<file path="src/rtl/scarv_cop_common_pkg.sv">
// ---------------------------------------------------------------------------
// scarv_cop_common
//   Shared definitions for the coprocessor writeback path.
//   - SCARV_COP_WB_DEPTH   : default number of writeback buffer entries.
//   - SCARV_COP_WB_ENTRY_W : width of one buffered write (addr + ben + data).
//   - wb_entry_t           : packed layout of a buffered write.
//   - wb_addr()            : forms a CPR address from a register pair and word index.
// ---------------------------------------------------------------------------
package scarv_cop_common;

    localparam int SCARV_COP_WB_DEPTH   = 2;
    localparam int SCARV_COP_WB_ENTRY_W = 40;

    typedef struct packed {
        logic [3:0]  addr;
        logic [3:0]  ben;
        logic [31:0] data;
    } wb_entry_t;

    // Register pair rdm maps to CPRs {rdm,0} (lo) and {rdm,1} (hi).
    function automatic logic [3:0] wb_addr(input logic [2:0] rdm, input logic widx);
        return {rdm, widx};
    endfunction

endpackage

</file>
<file path="src/rtl/scarv_cop_wb_fifo.sv">
// ---------------------------------------------------------------------------
// scarv_cop_wb_fifo
//   Small FIFO holding pending coprocessor register writes.
//   Ports:
//     g_clk, g_reset   clock and asynchronous active-high reset
//     push, push_data  enqueue request and entry (ignored when full)
//     pop              dequeue request (ignored when empty)
//     full, empty      occupancy flags
//     almost_full      exactly one free slot remains
//     head             oldest entry, forced to zero when empty
//   Storage is not reset; the head output is masked instead.
// ---------------------------------------------------------------------------
module scarv_cop_wb_fifo
    import scarv_cop_common::*;
#(
    parameter int DEPTH = SCARV_COP_WB_DEPTH,
    parameter int WIDTH = SCARV_COP_WB_ENTRY_W
) (
    input  logic             g_clk,
    input  logic             g_reset,
    input  logic             push,
    input  logic [WIDTH-1:0] push_data,
    input  logic             pop,
    output logic             full,
    output logic             empty,
    output logic             almost_full,
    output logic [WIDTH-1:0] head
);

    localparam int PW = $clog2(DEPTH);
    localparam int CW = $clog2(DEPTH + 1);

    logic [WIDTH-1:0] mem [DEPTH];
    logic [PW-1:0]    wr_ptr_reg;
    logic [PW-1:0]    rd_ptr_reg;
    logic [CW-1:0]    count_reg;

    logic push_ok;
    logic pop_ok;

    function automatic logic [PW-1:0] ptr_inc(input logic [PW-1:0] p);
        return (p == PW'(DEPTH - 1)) ? '0 : p + PW'(1);
    endfunction

    assign push_ok = push && !full;
    assign pop_ok  = pop && !empty;

    always_ff @(posedge g_clk or posedge g_reset) begin
        if (g_reset) begin
            wr_ptr_reg <= '0;
            rd_ptr_reg <= '0;
            count_reg  <= '0;
        end else begin
            if (push_ok) begin
                wr_ptr_reg <= ptr_inc(wr_ptr_reg);
            end
            if (pop_ok) begin
                rd_ptr_reg <= ptr_inc(rd_ptr_reg);
            end
            if (push_ok && !pop_ok) begin
                count_reg <= count_reg + CW'(1);
            end else if (pop_ok && !push_ok) begin
                count_reg <= count_reg - CW'(1);
            end
        end
    end

    always_ff @(posedge g_clk) begin
        if (push_ok) begin
            mem[wr_ptr_reg] <= push_data;
        end
    end

    assign full        = (count_reg == CW'(DEPTH));
    assign empty       = (count_reg == '0);
    assign almost_full = (count_reg == CW'(DEPTH - 1));
    assign head        = empty ? '0 : mem[rd_ptr_reg];

endmodule

</file>
<file path="src/rtl/scarv_cop_malu_wb.sv">
// ---------------------------------------------------------------------------
// scarv_cop_malu_wb
//   Buffers MALU register writes and drains them to the CPR write port when
//   the port is granted.
//   Ports:
//     g_clk, g_reset        clock and asynchronous active-high reset
//     malu_wen/ben/wdata    MALU write request, byte enables, data
//     malu_idone            MALU instruction completes this cycle
//     id_rdm                destination register pair
//     malu_hold             stall request back to MALU issue
//     cpr_wen/waddr/ben/wdata  head-of-buffer write request to the CPRs
//     cpr_wgnt              CPR write port granted this cycle
//     wb_pend               per-CPR "write still buffered" mask
//     wb_ovf                sticky: write attempted while buffer full
// ---------------------------------------------------------------------------
module scarv_cop_malu_wb
    import scarv_cop_common::*;
#(
    parameter int DEPTH = SCARV_COP_WB_DEPTH
) (
    input  logic        g_clk,
    input  logic        g_reset,
    input  logic        malu_wen,
    input  logic [3:0]  malu_ben,
    input  logic [31:0] malu_wdata,
    input  logic        malu_idone,
    input  logic [2:0]  id_rdm,
    output logic        malu_hold,
    output logic        cpr_wen,
    output logic [3:0]  cpr_waddr,
    output logic [3:0]  cpr_ben,
    output logic [31:0] cpr_wdata,
    input  logic        cpr_wgnt,
    output logic [15:0] wb_pend,
    output logic        wb_ovf
);

    localparam int CW = $clog2(DEPTH + 1);

    logic      widx_reg;
    logic      widx_next;
    logic      ovf_reg;

    logic      full;
    logic      empty;
    logic      almost_full;
    logic      push;
    logic      pop;
    logic      ovf_try;
    wb_entry_t push_entry;
    wb_entry_t head_entry;
    logic [SCARV_COP_WB_ENTRY_W-1:0] head_bits;

    // A write with no byte enables carries nothing and is dropped outright.
    assign push    = malu_wen && (malu_ben != 4'b0000) && !full;
    assign pop     = cpr_wgnt && !empty;
    assign ovf_try = malu_wen && full;

    assign push_entry.addr = wb_addr(id_rdm, widx_reg);
    assign push_entry.ben  = malu_ben;
    assign push_entry.data = malu_wdata;

    // A rejected (overflowing) write leaves widx alone so the retried write
    // lands on the same half of the pair.
    always_comb begin
        widx_next = widx_reg;
        if (ovf_try) begin
            widx_next = widx_reg;
        end else if (push) begin
            widx_next = malu_idone ? 1'b0 : ~widx_reg;
        end else if (malu_idone) begin
            widx_next = 1'b0;
        end
    end

    always_ff @(posedge g_clk or posedge g_reset) begin
        if (g_reset) begin
            widx_reg <= 1'b0;
            ovf_reg  <= 1'b0;
        end else begin
            widx_reg <= widx_next;
            if (ovf_try) begin
                ovf_reg <= 1'b1;
            end
        end
    end

    scarv_cop_wb_fifo #(
        .DEPTH (DEPTH),
        .WIDTH (SCARV_COP_WB_ENTRY_W)
    ) u_fifo (
        .g_clk       (g_clk),
        .g_reset     (g_reset),
        .push        (push),
        .push_data   (push_entry),
        .pop         (pop),
        .full        (full),
        .empty       (empty),
        .almost_full (almost_full),
        .head        (head_bits)
    );

    assign head_entry = head_bits;

    // Head is already zero-masked by the FIFO when empty.
    assign cpr_wen   = !empty;
    assign cpr_waddr = head_entry.addr;
    assign cpr_ben   = head_entry.ben;
    assign cpr_wdata = head_entry.data;

    // Hold one cycle early: with a single free slot and no drain this cycle,
    // the next issued write would find the buffer full.
    assign malu_hold = full || (almost_full && !pop);

    assign wb_ovf = ovf_reg;

    // Per-register count of buffered writes; the pending bit is "count != 0",
    // so a simultaneous push and pop of the same register keeps it set.
    genvar gi;
    generate
        for (gi = 0; gi < 16; gi++) begin : g_pend
            logic [CW-1:0] cnt_reg;
            logic          inc;
            logic          dec;

            assign inc = push && (push_entry.addr == 4'(gi));
            assign dec = pop && (head_entry.addr == 4'(gi));

            always_ff @(posedge g_clk or posedge g_reset) begin
                if (g_reset) begin
                    cnt_reg <= '0;
                end else if (inc && !dec) begin
                    cnt_reg <= cnt_reg + CW'(1);
                end else if (dec && !inc) begin
                    cnt_reg <= cnt_reg - CW'(1);
                end
            end

            assign wb_pend[gi] = (cnt_reg != '0);
        end
    endgenerate

endmodule

</file>
<file path="config.mk">
export PLATFORM = sky130hd
export DESIGN_NAME = scarv_cop_malu_wb
export DESIGN_NICKNAME = d
export VERILOG_FILES = /design/src/rtl/scarv_cop_common_pkg.sv /design/src/rtl/scarv_cop_wb_fifo.sv /design/src/rtl/scarv_cop_malu_wb.sv
export SDC_FILE = /design/constraint.sdc
export NUM_CORES = 1
export LEC_CHECK = 0
export ABC_CLOCK_PERIOD_IN_PS = 4200
export CORE_MARGIN = 2
export CORE_UTILIZATION = 52
export CTS_BUF_LIST = sky130_fd_sc_hd__clkbuf_8 sky130_fd_sc_hd__clkbuf_16
export CTS_CLUSTER_DIAMETER = 80
export DETAILED_ROUTE_END_ITERATION = 10
export PLACE_DENSITY_LB_ADDON = 0.3
export SYNTH_ARGS = -nofsm -noshare
export SYNTH_HDL_FRONTEND = slang
export SYNTH_HIERARCHICAL = 1
export SYNTH_SLANG_ARGS = --single-unit
</file>
<file path="constraint.sdc">
create_clock -name g_clk -period 4.2 [get_ports g_clk]
set_input_delay 0.84 -clock g_clk [delete_from_list [all_inputs] [get_ports g_clk]]
set_output_delay 0.84 -clock g_clk [all_outputs]
set_load 0.05 [all_outputs]
</file>
Yosys cells after proc, flatten, opt, wreduce, memory -nomap -nowiden
Memory sizes are Yosys's and may differ from the RTL's.
Cells that the tools add are included.
- register bits: 38
- bits in writable memories: 80
- output and inout bits: 59
- word-level logic and storage cells: 284
- memories kept: 1
- $add $sub $neg: 36
- equal/unequal tests: 32
- muxes and demuxes: 42
- bitwise logic cells: 2
- reductions and logical operators: 150
- memory list (memory ; depth ; width ; read ports ; clocked after Yosys merged registers in ; wr ports ; line ; source):
    u_fifo.mem ; 2 ; 40 ; 1 ; 0 ; 1 ; scarv_cop_wb_fifo.sv:33 ; logic [WIDTH-1:0] mem [DEPTH];
- operators with widths (cell ; count):
    1-bit logical AND ; 73
    2-bit two-way mux ; 34
    2-bit nonzero test ; 34
    4-bit equality test (second input constant) ; 16
    40-bit two-way mux ; 1
    1-bit zero test ; 37
    2-bit by 1-bit adder with 2-bit output (second input constant) ; 17
    2-bit by 1-bit subtractor with 2-bit output (second input constant) ; 17
    4-bit by 3-bit equality test with 1-bit output (second input constant) ; 8
    4-bit by 2-bit equality test with 1-bit output (second input constant) ; 4
    4-bit by 1-bit equality test with 1-bit output (second input constant) ; 2
    4-bit zero test ; 2
    1-bit two-way mux ; 7
    4-bit nonzero test ; 1
    1-bit adder (second input constant) ; 2
    2-bit by 1-bit equality test with 1-bit output (second input constant) ; 1
    2-bit equality test (second input constant) ; 1
    2-bit zero test ; 1
    1-bit NOT ; 2
    2-bit AND reduction ; 1
    1-bit logical OR ; 1

Logic depth before layout (Yosys ltp)
Gate-level depths: netlist of the first run.
- word-level depth: 8
- mapped depth: 10
- mapped depth without buffers: 10

Cells and area by module
The synthesis of the first run kept the hierarchy.
- by module, submodules not included (module ; instances ; cells an instance ; area each (um^2)):
    scarv_cop_wb_fifo ; 1 ; 191 ; 3291.9
    scarv_cop_malu_wb ; 1 ; 191 ; 1986.9

Worst setup path before layout of the first run
No wires, ideal clock.
- path type: input to register
- start: input port malu_ben[1]
- end: memory u_fifo/mem[0][0] in the netlist's numbering (enable)
- arrival time: 3.078 ns
- data required time: 3.763 ns
- slack: 0.685 ns
- stages: 6
- cells stage by stage: or4_4 -> nand3b_4 -> clkbuf_8 -> inv_1 -> nand2b_1 -> nor2_1
- cells in the longest elaborated chain, start to end: 6
- RTL lines (element ; line ; source):
    start, declared ; scarv_cop_malu_wb.sv:24 ; input logic [3:0] malu_ben,
    4-bit nonzero test ; scarv_cop_malu_wb.sv:55 ; assign push = malu_wen && (malu_ben != 4'b0000) && !full;
    1-bit logical AND (2 in series) ; scarv_cop_malu_wb.sv:55 ;
    net push ; scarv_cop_malu_wb.sv:47 ; logic push;
    1-bit logical AND ; scarv_cop_wb_fifo.sv:45 ; assign push_ok = push && !full;
    1-bit two-way mux ; scarv_cop_wb_fifo.sv:69 ; if (push_ok) begin
    1-bit two-way mux (implied by the code) ; scarv_cop_wb_fifo.sv:70 ; mem[wr_ptr_reg] <= push_data;
    end, declared ; scarv_cop_wb_fifo.sv:33 ;
The timed path passes the listed nets, and every way through them passes these cells.

Worst setup path in the final report of the first run
- start: register u_fifo.count_reg[0]
- end: output port cpr_waddr[1]
- cells in the longest elaborated chain, start to end: 2
- RTL lines (element ; line ; source):
    start, declared ; scarv_cop_wb_fifo.sv:36 ; logic [CW-1:0] count_reg;
    start signal, assigned ; scarv_cop_wb_fifo.sv:61 ; count_reg <= count_reg + CW'(1);
    start signal, assigned ; scarv_cop_wb_fifo.sv:63 ; count_reg <= count_reg - CW'(1);
    2-bit zero test ; scarv_cop_wb_fifo.sv:75 ; assign empty = (count_reg == '0);
    net empty ; scarv_cop_malu_wb.sv:45 ; logic empty;
    40-bit two-way mux ; scarv_cop_wb_fifo.sv:77 ; assign head = empty ? '0 : mem[rd_ptr_reg];
    end, declared ; scarv_cop_malu_wb.sv:30 ; output logic [3:0] cpr_waddr,
The timed path passes the listed nets, and every way through them passes these cells.

==> impl_metrics.ini, run 1 <==
[cts]
cts_made_buffers = 17
clk_pin_slew_ns = 0.05
holdBufCountCts = 0
cts_tree = yes
clockBufferDepth = 2
cts_sinks = 118
h-tree-depth = 4
clock_latency_ns = 0.51
post_cts_buffers = 0
cts-root-buf = clkbuf_8
post_cts_resized = 0

[cells_and_area]
fill_cells = 681
antenna_cells = 0
final_common_cell = clkdlybuf4s50_1
syn2layout_area_growth_pct = 32.9
fin_util_pct = 71.5
final_nets = 561
regArea_um2 = 3350
multi_input_area_um2 = 1780
drive_gt1_share_pct = 10.6
layout.cells.non_filler = 643
largest_register_ffs = 80
finish.instance_area_um2 = 7020
layout_common_cells = clkdlybuf4s50_1, edfxtp_1, nor2_1

[routing]
drt_iter0_markers = 176
drc_errors = 0
ant_nets = 0
routed_wl_mm = 10.3
routed_via_density = 5.02
dr.pass1.iters = 5
wire_per_inst_um = 15.9
vias = 3226

[synthesis]
ys.flop_type = edfxtp_1
synth_cell_types = 31
syn-num-nets = 446
ys_ff_latch = 118
ys_seq_area_share_pct = 63.5
netlist_area_um2 = 5280
synth_edf_count = 80
synthCells = 382
synthArstFlopShare_pct = 32.2
syn_avg_cell_area_um2 = 13.8
yosysWarningCount = 6

[global_route]
overflow = 0
grt_pass1_vias = 3422
grt_first_pass_wirelength_mm = 16.9
grt_max_degree = 41
grt_antenna_before_repair = 0
track_usage_pct = 19.8

[worst_setup_path]
worstSetupPathType = reg -> out
start_kind = register
crit_path_end_kind = primary output
cp.required_ns = 3.36
crit_fanout = 15
max_stage_delay_ns = 0.92
slowest_stage = clkdlybuf4s50_1
path_cells = inv_1 > ha_1 > nor2_1 > clkdlybuf4s50_1
worstPathArrival_ns = 2.82

[die]
ioPinCount = 103
die-area_um2 = 11000
floorplan.rows = 36
dieHeight_um = 105
core_um2 = 9820
start_util_pct = 53.8
dieWidth_um = 105

[sta]
rsz0062_at_grt = no
hold_violations = 0
hold_ws_ns = 0.454
setup_ws_ns = 0.543
setup_viol = 0
period_minus_slack_ns = 3.66
slew_violations = 0
fin_tns_setup_ns = 0
slew_headroom_pct = 35.1
fmax_mhz = 273
clock_skew_ns = 0.0105
tightest_slew_ns = 0.973
finalCritPeriodShare_pct = 87.1

[pwr]
switching_share_pct = 41.6
power_density_nw_per_um2 = 926
p_seq_share_pct = 28.9
finalPower_mw = 6.50
p_leak_nw = 2.86
pwr-share-comb_pct = 47.5
ir_worst_vdd_mv = 0.459
p_int_mw = 3.80
clkPwrFrac_pct = 23.6
power.switching_mw = 2.70

[placement]
io_buffers = 102
place_area_um2 = 6380
dp_cells = 611
place_ws_ns = 0.884
dp_hpwl_mm = 6.76
gp_congestion = 0.799

[hold_path]
hp-class = reg -> reg

[outcome]
status = complete, no violations

[job]
drv_cap = 0
-- kinds of logic after synthesis --
| logic type | Yosys count | share of synthesized area, % |
|---|---|---|
| XOR/XNOR | 52 | 8.63 |
| multiplexers | 41 | 7.87 |
| AND/OR/NAND/NOR | 128 | 11.7 |
| AO/OA/AOI/OAI | 4 | 0.521 |
| buffers and inverters | 19 | 3.01 |
| flip-flops | 118 | 63.5 |
| adder cells (fa/ha/maj) | 20 | 4.74 |
-- metal layers --
layer	global-route usage (%)	wire length, um	part of all wire (%)	vias up
li1	-	-	-	1554
met3	6.67	553	5.4	9
met5	0	0	0	-
met1	25.3	4410	43	1570
met2	32.1	5170	50	93
met4	6.29	123	1.2	0
-- critical path, delay by kind of cell (launching register included) --
kind / cells / cell delay (ns)
fa+ha+maj: 1 / 0.38
buf+inv: 2 / 1.00
flops: 1 / 0.38
simple gates: 1 / 0.55
-- power by group through the flow --
stage / combinational, mW / clock [mW] / sequential [mW]
2_1_floorplan: 2.29 / 0 / 1.82
3_3_place_gp: 3.05 / 0 / 1.88
3_5_place_dp: 3.08 / 0 / 1.90
4_1_cts: 3.11 / 1.55 / 1.88
5_1_grt: 3.25 / 1.62 / 1.93
6_report: 3.08 / 1.54 / 1.88
-- worst paths after layout --
kind | start | endpoint | slack [ns] | depth (start not counted)
worst min register to register | g_pend[1].cnt_reg[1] | g_pend[1].cnt_reg[1] | 0.45 | 1
max in group asynchronous | g_reset | g_pend[15].cnt_reg[0] | 3.11 | 3
worst min-delay path | g_pend[1].cnt_reg[1] | g_pend[1].cnt_reg[1] | 0.45 | 1
min in group asynchronous | g_reset | u_fifo/wr_ptr_reg | 0.56 | 2
worst max register to register | u_fifo/count_reg[0] | g_pend[7].cnt_reg[1] | 1.48 | 9
worst max-delay path | u_fifo/count_reg[0] | cpr_waddr[1] | 0.54 | 4
-- synth_stat cells, types with 5 or more instances --
cell type | n | area share, %
nor3_1 | 13 | 1.2
inv_1 | 8 | 0.57
mux2i_1 | 40 | 7.6
nand2b_1 | 5 | 0.59
dfrtp_1 | 38 | 18
ha_1 | 20 | 4.7
xor2_1 | 33 | 5.5
nor2_1 | 59 | 4.2
nand2_1 | 15 | 1.1
xnor2_1 | 19 | 3.2
edfxtp_1 | 80 | 46
or2_2 | 17 | 2.0
-- area by class of cell --
cell class	count	share of cell area, %
Sequential cell	118	47.8
Multi-Input combinational cell	245	25.3
Clock inverter	15	3.10
Inverter	8	0.428
Tap cell	133	2.37
Clock buffer	17	5.90
Timing Repair Buffer	107	15.1
Note: power is estimated with default switching activity, not from simulation.
==> run 2, diff against run 1 <==
--- a/config.mk
+++ b/config.mk
@@ -11,6 +11,7 @@
 export CTS_BUF_LIST = sky130_fd_sc_hd__clkbuf_8 sky130_fd_sc_hd__clkbuf_16
 export CTS_CLUSTER_DIAMETER = 80
 export DETAILED_ROUTE_END_ITERATION = 10
+export HOLD_SLACK_MARGIN = 0.02
 export PLACE_DENSITY_LB_ADDON = 0.3
 export SYNTH_ARGS = -nofsm -noshare
 export SYNTH_HDL_FRONTEND = slang
==> results of run 2 <==
No change in the layout: final DEF, timing and power equal those of run 1.
==> patch, RTL diff (config.mk and constraints of run 1) <==
`SCARV_COP_WB_DEPTH`: 2 -> 4.
--- a/src/rtl/scarv_cop_common_pkg.sv
+++ b/src/rtl/scarv_cop_common_pkg.sv
@@ -8,7 +8,7 @@
 // ---------------------------------------------------------------------------
 package scarv_cop_common;
 
-    localparam int SCARV_COP_WB_DEPTH   = 2;
+    localparam int SCARV_COP_WB_DEPTH   = 4;
     localparam int SCARV_COP_WB_ENTRY_W = 40;
 
     typedef struct packed {
Check against the original RTL: not equivalent (a bounded check fails within 4 cycles, from zero or initial values and one cycle with g_reset high).
==> patch against run 1 <==
Routed wire length up 70%; setup slack worse by 0.29 ns; count of clock-buffer cells in the layout increased by 7; final area is 64% higher; power up 49%; sequential cell count increased by 99; utilization shrank 7.6 points; global-route usage shrank 1.4 points; area after synthesis up 81%; clock power is 19% higher; critical path type unchanged.
==> patch: results (changes against run 1) <==
metric	value	unit	change
clockBufferDepth	3		+1
cp.arrival	3.11	ns	+0.29 ns
p_leak	4.19	nW	+46%
ir_drop	680	uV	+48%
synth_seq_area_share	0.652		+0.0164
wl_met3	983	um	+78%
fill_cells	1305		+92%
skew	0.00635	ns	-0.00418 ns
synth_area_leaders	edfxtp_1, dfrtp_1, mux4_2		
relSlewSlack	0.436		+0.0850
status	completed		
die_area	19500	um2	+78%
wl_per_cell	19.0	um	+19%
cts.clk_slew.worst_paths	0.06	ns	
met2_length	8950	um	+73%
antennaDiodeCount	0		unchanged
grt_pass1_vias	5378		+57%
synth_fp_nets	632		+42%
grt_pass1_wl	28200	um	+67%
clock_latency	0.51	ns	about the same
drt_iter0_markers	248		+41%
critical_path.max_fanout	32		+17
dp_hpwl	11800	um	+74%
largest_reg_flops	160		+100%
root_buffer	clkbuf_16		
slowest_delay	0.83	ns	-0.09 ns
cts-htree-levels	1		-3
wl_met1	7100	um	+61%
synth_edf_count	160		+100%
drive_gt1_frac	0.181		+0.0749
grt_use_total	0.185		-0.0137
place.gp.congestion	0.781		-2.3%
synth_adder_area_share	0.0644		+0.0170
synth_xor_area_frac	0.0467		-0.0396
yosys.cell_types.count	38		+23%
routed.top_layer	met4		
numCtsBuffers	23		+6
critical-path-slowest-cell	dfrtp_4		
cts-resized-gates	0		unchanged
yosys_warnings	6		unchanged
place_ws	0.623	ns	-0.261 ns
fin_nets	753		+34%
viasPerCell	5.39		+7.5%
synth-compound-area-share	0.00236		-0.00286
p_int	5.84	mW	+54%
muxShareOfSynthArea	0.121		+0.0418
synthTopCellsByCount	edfxtp_1, dfrtp_1, mux4_2, xor2_1, nor2b_1		
hold_class	flop to flop		
ys_async_sr_fraction	0.263		-0.0594
firstDrtPassIters	4		-1
synth_area	9560	um2	+81%
-- patch: changes by cell type in the layout (fill, tap and decap cells not counted), moves of 18 or more --
cell             run 1  this run
nor2b_1              3        32
nor2_1              58        22
dfrtp_1             37        55
edfxtp_1            80       160
mux4_2               0        40
mux2i_1             40         0
inv_1               11        30
-- patch: layout make-up --
type	instances	area, um2	area share
Inverter	24	90.1	0.00783
Timing Repair Buffer	113	1100	0.0959
Clock inverter	17	103	0.00892
Multi-Input combinational cell	291	3100	0.269
Clock buffer	24	589	0.0512
Sequential cell	217	6240	0.542
Tap cell	229	287	0.0249
-- patch: power groups by stage --
| stage | Clock, mW | Sequential [mW] | Combinational [mW] |
|---|---|---|---|
| after floorplan | 0 | 3.24 | 3.37 |
| after global placement | 0 | 3.41 | 4.35 |
| after detailed placement | 0 | 3.47 | 4.46 |
| after CTS | 1.88 | 3.43 | 4.49 |
| after global routing | 1.98 | 3.50 | 4.70 |
| final | 1.84 | 3.41 | 4.42 |
-- patch: layer usage --
| layer | vias up | global-route usage |
|---|---|---|
| li1 | 2263 | - |
| met3 | 26 | 0.0382 |
| met2 | 128 | 0.326 |
| met4 | 0 | 0.0463 |
| met1 | 2518 | 0.236 |
| met5 | - | 0 |
-- patch: worst paths after layout --
path / from / slack (ns) / to / depth (start not counted)
max: u_fifo/rd_ptr_reg[0] / 0.25 / cpr_wdata[23] / 4
min: g_pend[2].cnt_reg[2] / 0.46 / g_pend[2].cnt_reg[2] / 1
max reg2reg: u_fifo/rd_ptr_reg[0] / 0.76 / g_pend[2].cnt_reg[1] / 8
min reg2reg: g_pend[2].cnt_reg[2] / 0.46 / g_pend[2].cnt_reg[2] / 1
max in group asynchronous: g_reset / 2.62 / g_pend[13].cnt_reg[0] / 3
min in group asynchronous: g_reset / 0.66 / u_fifo/count_reg[1] / 2
-- patch: per-stage QoR --
step	cell area, um2	instances	total power [mW]	utilization
after floorplan	9560	549	6.61	-
after CTS	11500	915	9.80	0.638
after detailed placement	10800	874	7.93	0.600
final	11500	915	9.68	0.638
after global routing	11500	915	10.2	0.638
after global placement	10800	874	7.76	0.600
-- patch: worst reg2reg max path, cell delays in order (launching register included) --
cell     delay, ns
dfrtp_4       0.83
mux4_2        0.57
and2b_1       0.23
nor3_1        0.55
nand2_1       0.14
ha_1          0.23
inv_1         0.09
fa_1          0.42
mux2_2        0.26
